$ cat src/rtl/aes_pkg.sv
// Shared AES decryption definitions: sequencer FSM states, the
// InvMixColumns coefficient rotation and a state byte selector.
package aes_pkg;

  typedef enum logic [1:0] {
    IDLE  = 2'd0,
    ISSUE = 2'd1,
    DRAIN = 2'd2
  } state_t;

  // First row of the InvMixColumns matrix; later rows are right rotations.
  localparam logic [7:0] INV_MIX_COEF [4] = '{8'd14, 8'd11, 8'd13, 8'd9};

  // Byte idx of a 128-bit state, byte 0 being the most significant.
  function automatic logic [7:0] state_byte(input logic [127:0] s,
                                            input logic [3:0]   idx);
    logic [127:0] shifted;
    shifted = s << {idx, 3'b000};
    return shifted[127:120];
  endfunction

endpackage

$ cat src/rtl/inv_mixcol_col_accum.sv
// Column accumulator: folds the four ROM products of one input byte into
// the four output rows of its column. k selects the input row; k==0 starts
// a fresh column, k==3 presents the finished column with a strobe.
module inv_mixcol_col_accum
  import aes_pkg::*;
(
  input  logic        CLK,
  input  logic        RST,
  input  logic        valid,
  input  logic [1:0]  k,
  input  logic [7:0]  p14,
  input  logic [7:0]  p11,
  input  logic [7:0]  p13,
  input  logic [7:0]  p9,
  output logic        col_done,
  output logic [31:0] col
);

  logic [7:0] prod     [4];
  logic [7:0] contrib  [4];
  logic [7:0] acc_next [4];
  logic [7:0] acc_q    [4];

  // Order the products the same way as the coefficient table.
  always_comb begin
    for (int j = 0; j < 4; j++) begin
      prod[j] = (INV_MIX_COEF[j] == 8'd14) ? p14 :
                (INV_MIX_COEF[j] == 8'd11) ? p11 :
                (INV_MIX_COEF[j] == 8'd13) ? p13 : p9;
    end
  end

  // Row r of the output takes product P[(k - r) mod 4]; overwrite on k==0.
  // NOTE: every always_comb output is assigned on every path so no latch is inferred.
  always_comb begin
    logic [1:0] sel;
    sel = 2'd0;
    for (int r = 0; r < 4; r++) begin
      sel         = k - 2'(r);
      contrib[r]  = prod[sel];
      acc_next[r] = (k == 2'd0) ? contrib[r] : (acc_q[r] ^ contrib[r]);
    end
    col      = {acc_next[0], acc_next[1], acc_next[2], acc_next[3]};
    col_done = valid && (k == 2'd3);
  end

  // Accumulator register, advanced only when a product arrives.
  // NOTE: sequential state uses non-blocking assignments so all registers update together.
  always_ff @(posedge CLK or posedge RST) begin
    if (RST) begin
      for (int r = 0; r < 4; r++) acc_q[r] <= '0;
    end else if (valid) begin
      for (int r = 0; r < 4; r++) acc_q[r] <= acc_next[r];
    end
  end

endmodule

$ cat src/rtl/inv_mixcol_sequencer.sv
// InvMixColumns sequencer: streams the 16 state bytes through the shared
// GF(2^8) multiply ROMs, one per cycle, and assembles the result columns.
module inv_mixcol_sequencer
  import aes_pkg::*;
#(
  parameter int ROM_LATENCY = 1,
  parameter int NUM_BYTES   = 16
) (
  input  logic         CLK,
  input  logic         RST,
  input  logic         Start,
  input  logic [127:0] State_In,
  output logic         Busy,
  output logic         Done,
  output logic [127:0] State_Out,
  output logic         Rom_Read_Enable,
  output logic [7:0]   Rom_Read_Address,
  input  logic [7:0]   Rom_Data_14,
  input  logic [7:0]   Rom_Data_11,
  input  logic [7:0]   Rom_Data_13,
  input  logic [7:0]   Rom_Data_9
);

  state_t       state_q, state_d;
  logic [3:0]   cnt_q;
  logic [7:0]   drain_q;
  logic [127:0] state_in_q;

  // Delay line of (valid, byte index); stage 0 is the issue cycle itself,
  // so the last registered stage lines up with the ROM read data.
  logic         pv_q [1:ROM_LATENCY];
  logic [3:0]   pi_q [1:ROM_LATENCY];

  logic [31:0]  res_q [3];
  logic         col_done;
  logic [31:0]  col;
  logic [1:0]   col_idx;

  assign col_idx = pi_q[ROM_LATENCY][3:2];

  // State register.
  always_ff @(posedge CLK or posedge RST) begin
    if (RST) state_q <= IDLE;
    else     state_q <= state_d;
  end

  // Next-state and ROM interface decode.
  always_comb begin
    state_d          = state_q;
    Busy             = (state_q != IDLE);
    Rom_Read_Enable  = 1'b0;
    Rom_Read_Address = 8'd0;
    unique case (state_q)
      IDLE:  if (Start) state_d = ISSUE;
      ISSUE: begin
        Rom_Read_Enable  = 1'b1;
        Rom_Read_Address = state_byte(state_in_q, cnt_q);
        if (cnt_q == 4'(NUM_BYTES - 1)) state_d = DRAIN;
      end
      DRAIN: if (drain_q == 8'(ROM_LATENCY - 1)) state_d = IDLE;
      default: state_d = IDLE;
    endcase
  end

  // Input capture, byte counter and drain counter.
  always_ff @(posedge CLK or posedge RST) begin
    if (RST) begin
      state_in_q <= '0;
      cnt_q      <= '0;
      drain_q    <= '0;
    end else begin
      unique case (state_q)
        IDLE: if (Start) begin
          state_in_q <= State_In;
          cnt_q      <= '0;
        end
        ISSUE: begin
          cnt_q   <= cnt_q + 4'd1;
          drain_q <= '0;
        end
        DRAIN:   drain_q <= drain_q + 8'd1;
        default: ;
      endcase
    end
  end

  // Product delay line.
  always_ff @(posedge CLK or posedge RST) begin
    if (RST) begin
      for (int s = 1; s <= ROM_LATENCY; s++) begin
        pv_q[s] <= 1'b0;
        pi_q[s] <= '0;
      end
    end else begin
      pv_q[1] <= Rom_Read_Enable;
      pi_q[1] <= cnt_q;
      for (int s = 2; s <= ROM_LATENCY; s++) begin
        pv_q[s] <= pv_q[s-1];
        pi_q[s] <= pi_q[s-1];
      end
    end
  end

  inv_mixcol_col_accum u_col_accum (
    .CLK      (CLK),
    .RST      (RST),
    .valid    (pv_q[ROM_LATENCY]),
    .k        (pi_q[ROM_LATENCY][1:0]),
    .p14      (Rom_Data_14),
    .p11      (Rom_Data_11),
    .p13      (Rom_Data_13),
    .p9       (Rom_Data_9),
    .col_done (col_done),
    .col      (col)
  );

  // Column store; the last column goes straight to State_Out with Done.
  // NOTE: the small result array is reset like any register so an abort leaves no stale column.
  always_ff @(posedge CLK or posedge RST) begin
    if (RST) begin
      for (int c = 0; c < 3; c++) res_q[c] <= '0;
      State_Out <= '0;
      Done      <= 1'b0;
    end else begin
      Done <= 1'b0;
      if (col_done) begin
        unique case (col_idx)
          2'd0: res_q[0] <= col;
          2'd1: res_q[1] <= col;
          2'd2: res_q[2] <= col;
          default: begin
            State_Out <= {res_q[0], res_q[1], res_q[2], col};
            Done      <= 1'b1;
          end
        endcase
      end
    end
  end

endmodule

$ cat config.mk
export PLATFORM = sky130hd
export DESIGN_NAME = inv_mixcol_sequencer
export DESIGN_NICKNAME = d
export VERILOG_FILES = /design/src/rtl/aes_pkg.sv /design/src/rtl/inv_mixcol_col_accum.sv /design/src/rtl/inv_mixcol_sequencer.sv
export SDC_FILE = /design/constraint.sdc
export NUM_CORES = 1
export LEC_CHECK = 0
export ABC_AREA = 1
export CORE_ASPECT_RATIO = 1.2
export CORE_MARGIN = 2
export CORE_UTILIZATION = 40
export CTS_CLUSTER_DIAMETER = 40
export DETAILED_ROUTE_END_ITERATION = 10
export HOLD_SLACK_MARGIN = 0.12
export SLEW_MARGIN = 25
export SYNTH_ARGS = -nofsm -noshare
export SYNTH_HDL_FRONTEND = slang
export SYNTH_HIERARCHICAL = 1
export SYNTH_SLANG_ARGS = --single-unit
$ cat constraint.sdc
create_clock -name CLK -period 14.5 [get_ports CLK]
set_input_delay 2.9 -clock CLK [delete_from_list [all_inputs] [get_ports CLK]]
set_output_delay 2.9 -clock CLK [all_outputs]
set_load 0.05 [all_outputs]
### Word-level counts from Yosys, hierarchy flattened

Index checks and enable logic that the tools add are counted.

| word-level totals | value |
|---|---|
| output and inout port bits | 139 |
| logic and storage cells | 86 |
| input bits | 163 |
| memories | 0 |
| bits in writable memories | 0 |
| bits in read-only memories | 0 |
| bits in latches | 0 |
| register bits | 404 |

| cells by class | value |
|---|---|
| divide/modulo/power cells | 0 |
| shift-type cells | 1 |
| add/sub/neg operators | 5 |
| order comparisons | 4 |
| $mul | 0 |
| bitwise gates (word level) | 9 |
| reduce and logical (&&, ||, !) cells | 16 |
| mux-type cells | 27 |
| eq/ne operators | 9 |

Operators by type and width:

| operator | number |
|---|---|
| $shl A128 B7 Y128 | 1 |
| $mux W8 | 13 |
| $bmux W8 S2 | 4 |
| $xor A8 B8 Y8 | 4 |
| $pmux W8 S2 | 1 |
| $ge A3 B3 Y1 const B | 4 |
| $not A2 Y3 | 4 |
| $reduce_and A2 Y1 | 6 |
| $add A8 B1 Y8 const B | 1 |
| $logic_not A8 Y1 | 1 |
| $pmux W4 S2 | 1 |
| $eq A2 B2 Y1 const B | 3 |
| $logic_not A2 Y1 | 3 |
| $mux W2 | 3 |
| $ne A2 B2 Y1 const B | 3 |
| $pmux W2 S3 | 1 |
| $reduce_bool A2 Y1 | 3 |
| $add A4 B1 Y4 const B | 1 |
| $eq A2 B1 Y1 const B | 2 |
| $eq A4 B4 Y1 const B | 1 |
| $mux W4 | 1 |
| $sub A2 B2 Y2 const B | 2 |
| $mux W1 | 3 |
| $reduce_and A3 Y1 | 1 |
| 4 further kinds | 4 |

### Longest topological paths before layout

Gate-level depths: netlist of the first run.

| depth | value |
|---|---|
| depth after elaboration | 7 |
| mapped depth | 14 |
| depth with buffers taken out | 10 |

### Hierarchy

The synthesis of the first run kept the hierarchy.

By module, submodules not included:

| module | area an instance (sq um) | instances | cells each | seq. area each (sq um) |
|---|---|---|---|---|
| inv_mixcol_sequencer | 15,254.6 | 1 | 1,779 | 9,308.9 |
| inv_mixcol_col_accum | 2,987.9 | 1 | 513 | 800.8 |

### Least setup slack after synthesis of the first run

Ideal clock, no wire load.

| path | value |
|---|---|
| path kind | reg2out |
| start | register state_q[1] |
| end | output port Rom_Read_Address[0] |
| required time | 11.600 ns |
| data arrival time | 2.090 ns |
| cell stages (with the launch flop) | 5 |
| buffers on the path | 0 |
| slack | 9.510 ns |
| path through | dfrtp_1 inv_1 ha_1 inv_1 a21oi_1 |

| on the way | value |
|---|---|
| cells in the longest elaborated chain, start to end | 2 |

RTL lines:

| item | line | source |
|---|---|---|
| from (decl) | inv_mixcol_sequencer.sv:24 | `state_t state_q, state_d;` |
| from (signal assigned) | inv_mixcol_sequencer.sv:44 | `else state_q <= state_d;` |
| $eq A2 B1 Y1 | inv_mixcol_sequencer.sv:53 | `unique case (state_q)` |
| $mux W8 | inv_mixcol_sequencer.sv:53 |  |
| to (decl) | inv_mixcol_sequencer.sv:17 | `output logic [7:0] Rom_Read_Address,` |

Every way passes these cells.

### Worst setup path after layout of the first run

| path | value |
|---|---|
| start | register cnt_q[2] |
| end | output port Rom_Read_Address[6] |

| on the way | value |
|---|---|
| cells in the longest elaborated chain, start to end | 2 |

RTL lines:

| item | line | source |
|---|---|---|
| from (decl) | inv_mixcol_sequencer.sv:25 | `logic [3:0] cnt_q;` |
| from (signal assigned) | inv_mixcol_sequencer.sv:78 | `cnt_q <= cnt_q + 4'd1;` |
| $shl A128 B7 Y128 | aes_pkg.sv:18 | `shifted = s << {idx, 3'b000};` |
| $mux W8 | inv_mixcol_sequencer.sv:53 |  |

Every way passes these cells.

==> impl_metrics.env, run 1 <==
export IMPL_r2r_start="pi_q[1]"
export IMPL_routed_wl_um=53180
export IMPL_num_io_pins=302
export IMPL_netlist_instances=2292
export IMPL_synth_area_mm2=0.01824
export IMPL_globalRouteTotalUtil_pct=22.66
export IMPL_numCtsBuffers=52
export IMPL_tightest_slew_ns=0.9652
export IMPL_outcome="finished clean"
export IMPL_final_cell_mix="nand2_1 (939), dfrtp_1 (403), clkdlybuf4s50_1 (301), o21ai_0 (253), nand3_1 (233)"
export IMPL_reg2reg_depth=8
export IMPL_hp_class="reg -> reg"
export IMPL_dpl_hpwl_um=36750
export IMPL_cp_num_cells=5
export IMPL_final_setup_tns_ns=0
export IMPL_syn_avg_cell_area_um2=7.959
export IMPL_setup_violations_final=0
export IMPL_crit_arrival_ns=3.81
export IMPL_drt_iter0_drc=1187
export IMPL_cp_required_ns=11.60
export IMPL_hold_viol_final=0
export IMPL_finish_net_count=2707
export IMPL_gr_total_overflow=0
export IMPL_wl_per_cell_um=16.70
export IMPL_worstPathMaxFanout=20
export IMPL_cts_resized=0
export IMPL_grt_pass1_wl_um=83460
export IMPL_firstDrtPassIters=6
export IMPL_cpMostUsedCell="nand3_1"
export IMPL_insertion_delay_ns=0.57
export IMPL_chipWidth_um=199.0
export IMPL_die_area_mm2=0.04734
export IMPL_fin_ws_ns=7.790
export IMPL_rows=85
export IMPL_ys_seq_elements=404
export IMPL_rsz0062_at_grt="false"
export IMPL_antenna_cells=0
export IMPL_clk_pin_slew_worst_paths_ns=0.06
export IMPL_path_delay_family="buffers and inverters"
export IMPL_preCtsSetupSlack_ns=8.433
export IMPL_grt_pass1_vias=15260
export IMPL_timing_critical_path_buf_inv=2
export IMPL_crit_type="reg -> out"
export IMPL_crit_start="cnt_q[2]"
export IMPL_numPortBuffers=301
export IMPL_postCtsHoldBufs=0
export IMPL_power_leakage_nw=11.98
export IMPL_ys_types=27
export IMPL_crit_chain="clkinv_1 -> nand3_1 -> nand3_1 -> a21oi_1 -> clkdlybuf4s50_1"
export IMPL_postRouteAntennaNets=0
export IMPL_timing_rr_end="State_Out[117]"
export IMPL_yosysSeqAreaShare_pct=55.42
export IMPL_mappedNetlistNets=2463
export IMPL_layout_commonest_cell="nand2_1"
export IMPL_clock_sinks=404
export IMPL_cts_tree="built"
export IMPL_avgViaCountPerCell=4.864
export IMPL_post_cts_setup_buffers=0
export IMPL_drv_slew=0
export IMPL_area_growth_syn_to_layout_pct=27.51
export IMPL_slowest_stage="dfrtp_1"
export IMPL_start_util_pct=40.55
export IMPL_grt_max_degree=169
export IMPL_critPathCapture="Rom_Read_Address[6]"
export IMPL_endpoint_kind="output pin"
export IMPL_clk_path_buf_depth=3
export IMPL_yosys_warnings=6
export IMPL_fmaxAchievable_mhz=149.0
export IMPL_ir_drop_mv=0.1406
export IMPL_post_route_drc_count=0
export IMPL_slew_headroom_pct=35.56
export IMPL_clockRootBuffer="clkbuf_16"
export IMPL_vias=15490
export IMPL_core_area_mm2=0.04499
export IMPL_reg2reg_slack_ns=10.71
export IMPL_timing_final_crit_share_pct=46.28
export IMPL_cap_violations=0
export IMPL_powerDensity_mw_per_mm2=201.0
export IMPL_start_kind="flip-flop"
export IMPL_fin_crit_ns=6.710
export IMPL_place_gp_congestion=0.9055
export IMPL_cp_slowest_stage_delay_ns=0.90
export IMPL_antenna_found_initial=0
export IMPL_fin_skew_ns=0.02460
export IMPL_die_h_um=237.9
export IMPL_htreeDepth=2
export IMPL_drive_gt1_share_pct=5.435
==> per-layer routing <==
| layer | vias up | share of wire [%] | global-route usage (%) |
|---|---|---|---|
| li1 | 7631 | - | - |
| met1 | 7312 | 43 | 29.54 |
| met2 | 447 | 48 | 37.98 |
| met3 | 102 | 4.7 | 2.954 |
| met4 | 0 | 4.2 | 9.566 |
| met5 | - | 0 | 0 |
==> kinds of logic (layout without fill, tap and decap cells) <==
family / Yosys count / count (layout) / synth area share (%)
AOI/OAI and AO/OA: 272 / 272 / 7.469
adders and majority gates: 8 / 8 / 0.5487
buffers and inverters: 365 / 649 / 8.710
and+or+nand+nor: 1243 / 1243 / 27.85
DFF: 404 / 404 / 55.42
==> per-stage QoR <==
| step | power (mW) | area [um2] | util [%] | hold WS, ns | std cells |
|---|---|---|---|---|---|
| after floorplan | 2.837 | 18240 | - | 0.3487 | 2292 |
| after global placement | 3.351 | 21480 | 47.74 | 0.4508 | 3091 |
| after detailed placement | 3.390 | 21490 | 47.77 | 0.4500 | 3091 |
| after CTS | 4.730 | 23260 | 51.70 | 0.4650 | 3185 |
| after global routing | 5.026 | 23260 | 51.71 | 0.4809 | 3185 |
| final | 4.675 | 23260 | 51.71 | 0.4626 | 3185 |
==> worst register-to-register path, stage by stage, from the launching register on <==
cell and delay (ns):
dfrtp_1 0.84, ha_1 0.27, nand2_1 0.10, inv_1 0.28, nand3_4 0.66, clkinv_2 0.61
buf_4 0.71, nand2_1 0.20, nand2_1 0.09
==> where the power goes <==
group	switching, mW	leakage (nW)	total [mW]	internal (mW)
clock	0.505	0.864	1.32	0.812
sequential	0.148	4.80	1.61	1.46
combinational	1.25	6.32	1.75	0.501
==> cell usage after synthesis (all sizes together) <==
library cell,number,share of area [%]
nor3b,4,0.16
nand3,240,6.7
nand4,2,0.069
buf,82,2.8
clkbuf,40,0.82
o21ai,258,7.1
nand2,964,20
clkinv,1,0.021
o22ai,1,0.034
a21oi,13,0.36
or2,1,0.034
nor3,4,0.11
nor2,28,0.58
ha,8,0.55
inv,242,5.0
dfrtp,404,55
==> registers in the layout, indices dropped and copies added, names as in the netlist <==
register	flops
Done	1
cnt_q	4
pv_q	1
state_in_q	128
State_Out	128
drain_q	8
pi_q	4
state_q	2
res_q	96
u_col_accum/acc_q	32
==> area by class of cell <==
cell class / count / area, um2
flip-flops and latches: 404 / 10110
inverters: 243 / 940.9
fillers: 4356 / 21730
well taps: 609 / 762.0
multi-input cells: 1523 / 6571
repair buffers: 312 / 3108
clock inverters: 30 / 380.4
clock buffers: 64 / 1388
==> worst min-delay path by stage <==
stage | slack (ns) | start | to | cells after the start
after floorplan | 0.35 | cnt_q[3] | pi_q[3] | 0
after global placement | 0.45 | res_q[58] | State_Out[90] | 2
after detailed placement | 0.45 | res_q[16] | State_Out[48] | 2
after CTS | 0.46 | res_q[16] | State_Out[48] | 2
after global routing | 0.48 | res_q[21] | State_Out[53] | 2
final | 0.46 | res_q[66] | State_Out[98] | 2
Power figures use the tool's default switching activity.
==> inputs of run 2 (changes only) <==
==> constraint.sdc (replaced) <==
create_clock -name CLK -period 6.4 [get_ports CLK]
set_input_delay 1.28 -clock CLK [delete_from_list [all_inputs] [get_ports CLK]]
set_output_delay 1.28 -clock CLK [all_outputs]
set_load 0.05 [all_outputs]
==> run 2 against run 1 <==
Global-route usage is 0.56 points higher; sequential share of layout area decreased by 0.26 points; non-clock buffer count grew 6; combinational power rose by 130%; largest cell class unchanged; power is 130% higher; worst hold slack lost 0.00098 ns; highest routed layer unchanged; largest power group unchanged; final area increased by 0.59%.
==> impl_metrics.env, run 2 (synthesis gave the netlist of run 1 again) <==
export IMPL_outcome="finished clean"
export IMPL_num_io_pins=302
export IMPL_setup_violations_final=0
export IMPL_biggestRegsByFlops="State_Out x128, state_in_q x128, res_q x96"
export IMPL_htreeDepth=2
export IMPL_routed_wl_um=53700
export IMPL_postCtsHoldBufs=0
export IMPL_clockRootBuffer="clkbuf_16"
export IMPL_drt_iter0_drc=1096
export IMPL_timing_final_crit_share_pct=73.98
export IMPL_endpoint_kind="output pin"
export IMPL_die_h_um=237.9
export IMPL_chipWidth_um=199.0
export IMPL_cp_required_ns=5.12
export IMPL_dpl_hpwl_um=37490
export IMPL_rows=85
export IMPL_fin_skew_ns=0.02212
export IMPL_insertion_delay_ns=0.60
export IMPL_hp_class="reg -> reg"
export IMPL_ir_drop_mv=0.3860
export IMPL_globalRouteTotalUtil_pct=23.22
export IMPL_crit_type="reg -> out"
export IMPL_grt_pass1_wl_um=85000
export IMPL_gr_total_overflow=0
export IMPL_fin_crit_ns=4.735
export IMPL_busiest_layer="met2"
export IMPL_avgViaCountPerCell=4.846
export IMPL_rsz0062_at_grt="false"
export IMPL_powerDensity_mw_per_mm2=455.4
export IMPL_grt_pass1_vias=15590
export IMPL_cts_tree="built"
export IMPL_final_cell_mix="nand2_1 (939), dfrtp_1 (403), clkdlybuf4s50_1 (301), o21ai_0 (253), nand3_1 (233)"
export IMPL_met1_usage_pct=28.99
export IMPL_use_met2_pct=40.47
export IMPL_final_setup_tns_ns=0
export IMPL_clk_path_buf_depth=3
export IMPL_post_cts_setup_buffers=0
export IMPL_worstPathMaxFanout=57
export IMPL_post_route_drc_count=0
export IMPL_cap_violations=0
export IMPL_cts_resized=0
export IMPL_tightest_slew_ns=0.9883
export IMPL_area_growth_syn_to_layout_pct=28.26
export IMPL_start_kind="flip-flop"
export IMPL_wl_per_cell_um=16.79
export IMPL_antenna_cells=0
export IMPL_hold_viol_final=0
export IMPL_numCtsBuffers=54
export IMPL_drv_slew=0
export IMPL_vias=15500
export IMPL_layout_commonest_cell="nand2_1"
export IMPL_crit_arrival_ns=3.45
export IMPL_clk_pin_slew_worst_paths_ns=0.06
export IMPL_firstDrtPassIters=7
export IMPL_fmaxAchievable_mhz=211.2
export IMPL_start_util_pct=40.55
export IMPL_grt_max_degree=183
export IMPL_core_area_mm2=0.04499
export IMPL_utilization_pct=52.01
export IMPL_slew_headroom_pct=34.11
export IMPL_postRouteAntennaNets=0
export IMPL_power_leakage_nw=12.04
export IMPL_die_area_mm2=0.04734
export IMPL_place_gp_congestion=0.8809
export IMPL_drive_gt1_share_pct=5.910
export IMPL_finish_net_count=2715
export IMPL_antenna_found_initial=0
export IMPL_clock_sinks=404
export IMPL_grt_use_met3_pct=4.000
export IMPL_numPortBuffers=301
==> run 2: cell count changes in the layout (fill, tap and decap cells not counted), moves of 2 or more <==
cell        delta
inv_8          +2
clkinvlp_4     +3
clkbuf_8       +2
buf_4          +3
buf_16         +2
clkinv_2       -2
clkinv_4       +2
bufinv_16      -3
==> run 2: report_power, final <==
| part | internal (mW) | switching [mW] | leakage (nW) | total, mW |
|---|---|---|---|---|
| Combinational | 1.14 | 2.82 | 6.36 | 3.96 |
| Clock | 1.80 | 1.22 | 0.880 | 3.02 |
| Sequential | 3.31 | 0.362 | 4.80 | 3.67 |
| Total | 6.25 | 4.40 | 12.0 | 10.7 |
==> run 2: final cells by class <==
| class | count | area [um2] |
|---|---|---|
| tap | 609 | 762.0 |
| timing repair buffer | 318 | 3206 |
| clock buffer | 67 | 1440 |
| inverter | 243 | 932.1 |
| sequential | 404 | 10110 |
| clock inverter | 34 | 376.6 |
| multi-input combinational | 1523 | 6571 |
| fill | 4329 | 21590 |
==> run 2: metrics by stage <==
stage,hold slack [ns],setup WS (ns),power [mW],std cells,cell area (um2)
2_1_floorplan,0.3487,0.1259,6.428,2292,18250
6_report,0.4617,1.665,10.66,3198,23400
3_5_place_dp,0.4516,2.322,7.693,3095,21530
4_1_cts,0.4639,1.666,10.76,3196,23340
5_1_grt,0.4838,1.475,11.46,3198,23400
3_3_place_gp,0.4506,2.320,7.607,3095,21520
==> run 2: final timing paths <==
path / start / to / slack (ns) / depth (start not counted)
setup / recovery: cnt_q[0] / Rom_Read_Address[3] / 1.67 / 7
hold / removal: res_q[40] / State_Out[72] / 0.46 / 2
setup reg to reg: pi_q[1] / res_q[65] / 3.05 / 9
hold reg to reg: res_q[40] / State_Out[72] / 0.46 / 2
max in group asynchronous: RST / State_Out[104] / 3.86 / 4
min in group asynchronous: RST / state_in_q[89] / 1.18 / 2
==> run 2: critical path, cell delays in order (launching register included) <==
cell and delay (ns):
dfrtp_2 0.68, inv_2 0.50, nand2_1 0.19, nand3_1 0.08, nand3_1 0.10, nand3_1 0.14
a21oi_1 0.28, clkdlybuf4s50_1 0.85
==> run 2: routing by layer <==
layer  up-vias  share of wire (%)
li1       7659                  -
met1      7291                 42
met2       459                 50
met3        87                5.3
met4         0                3.3
met5         -                  0
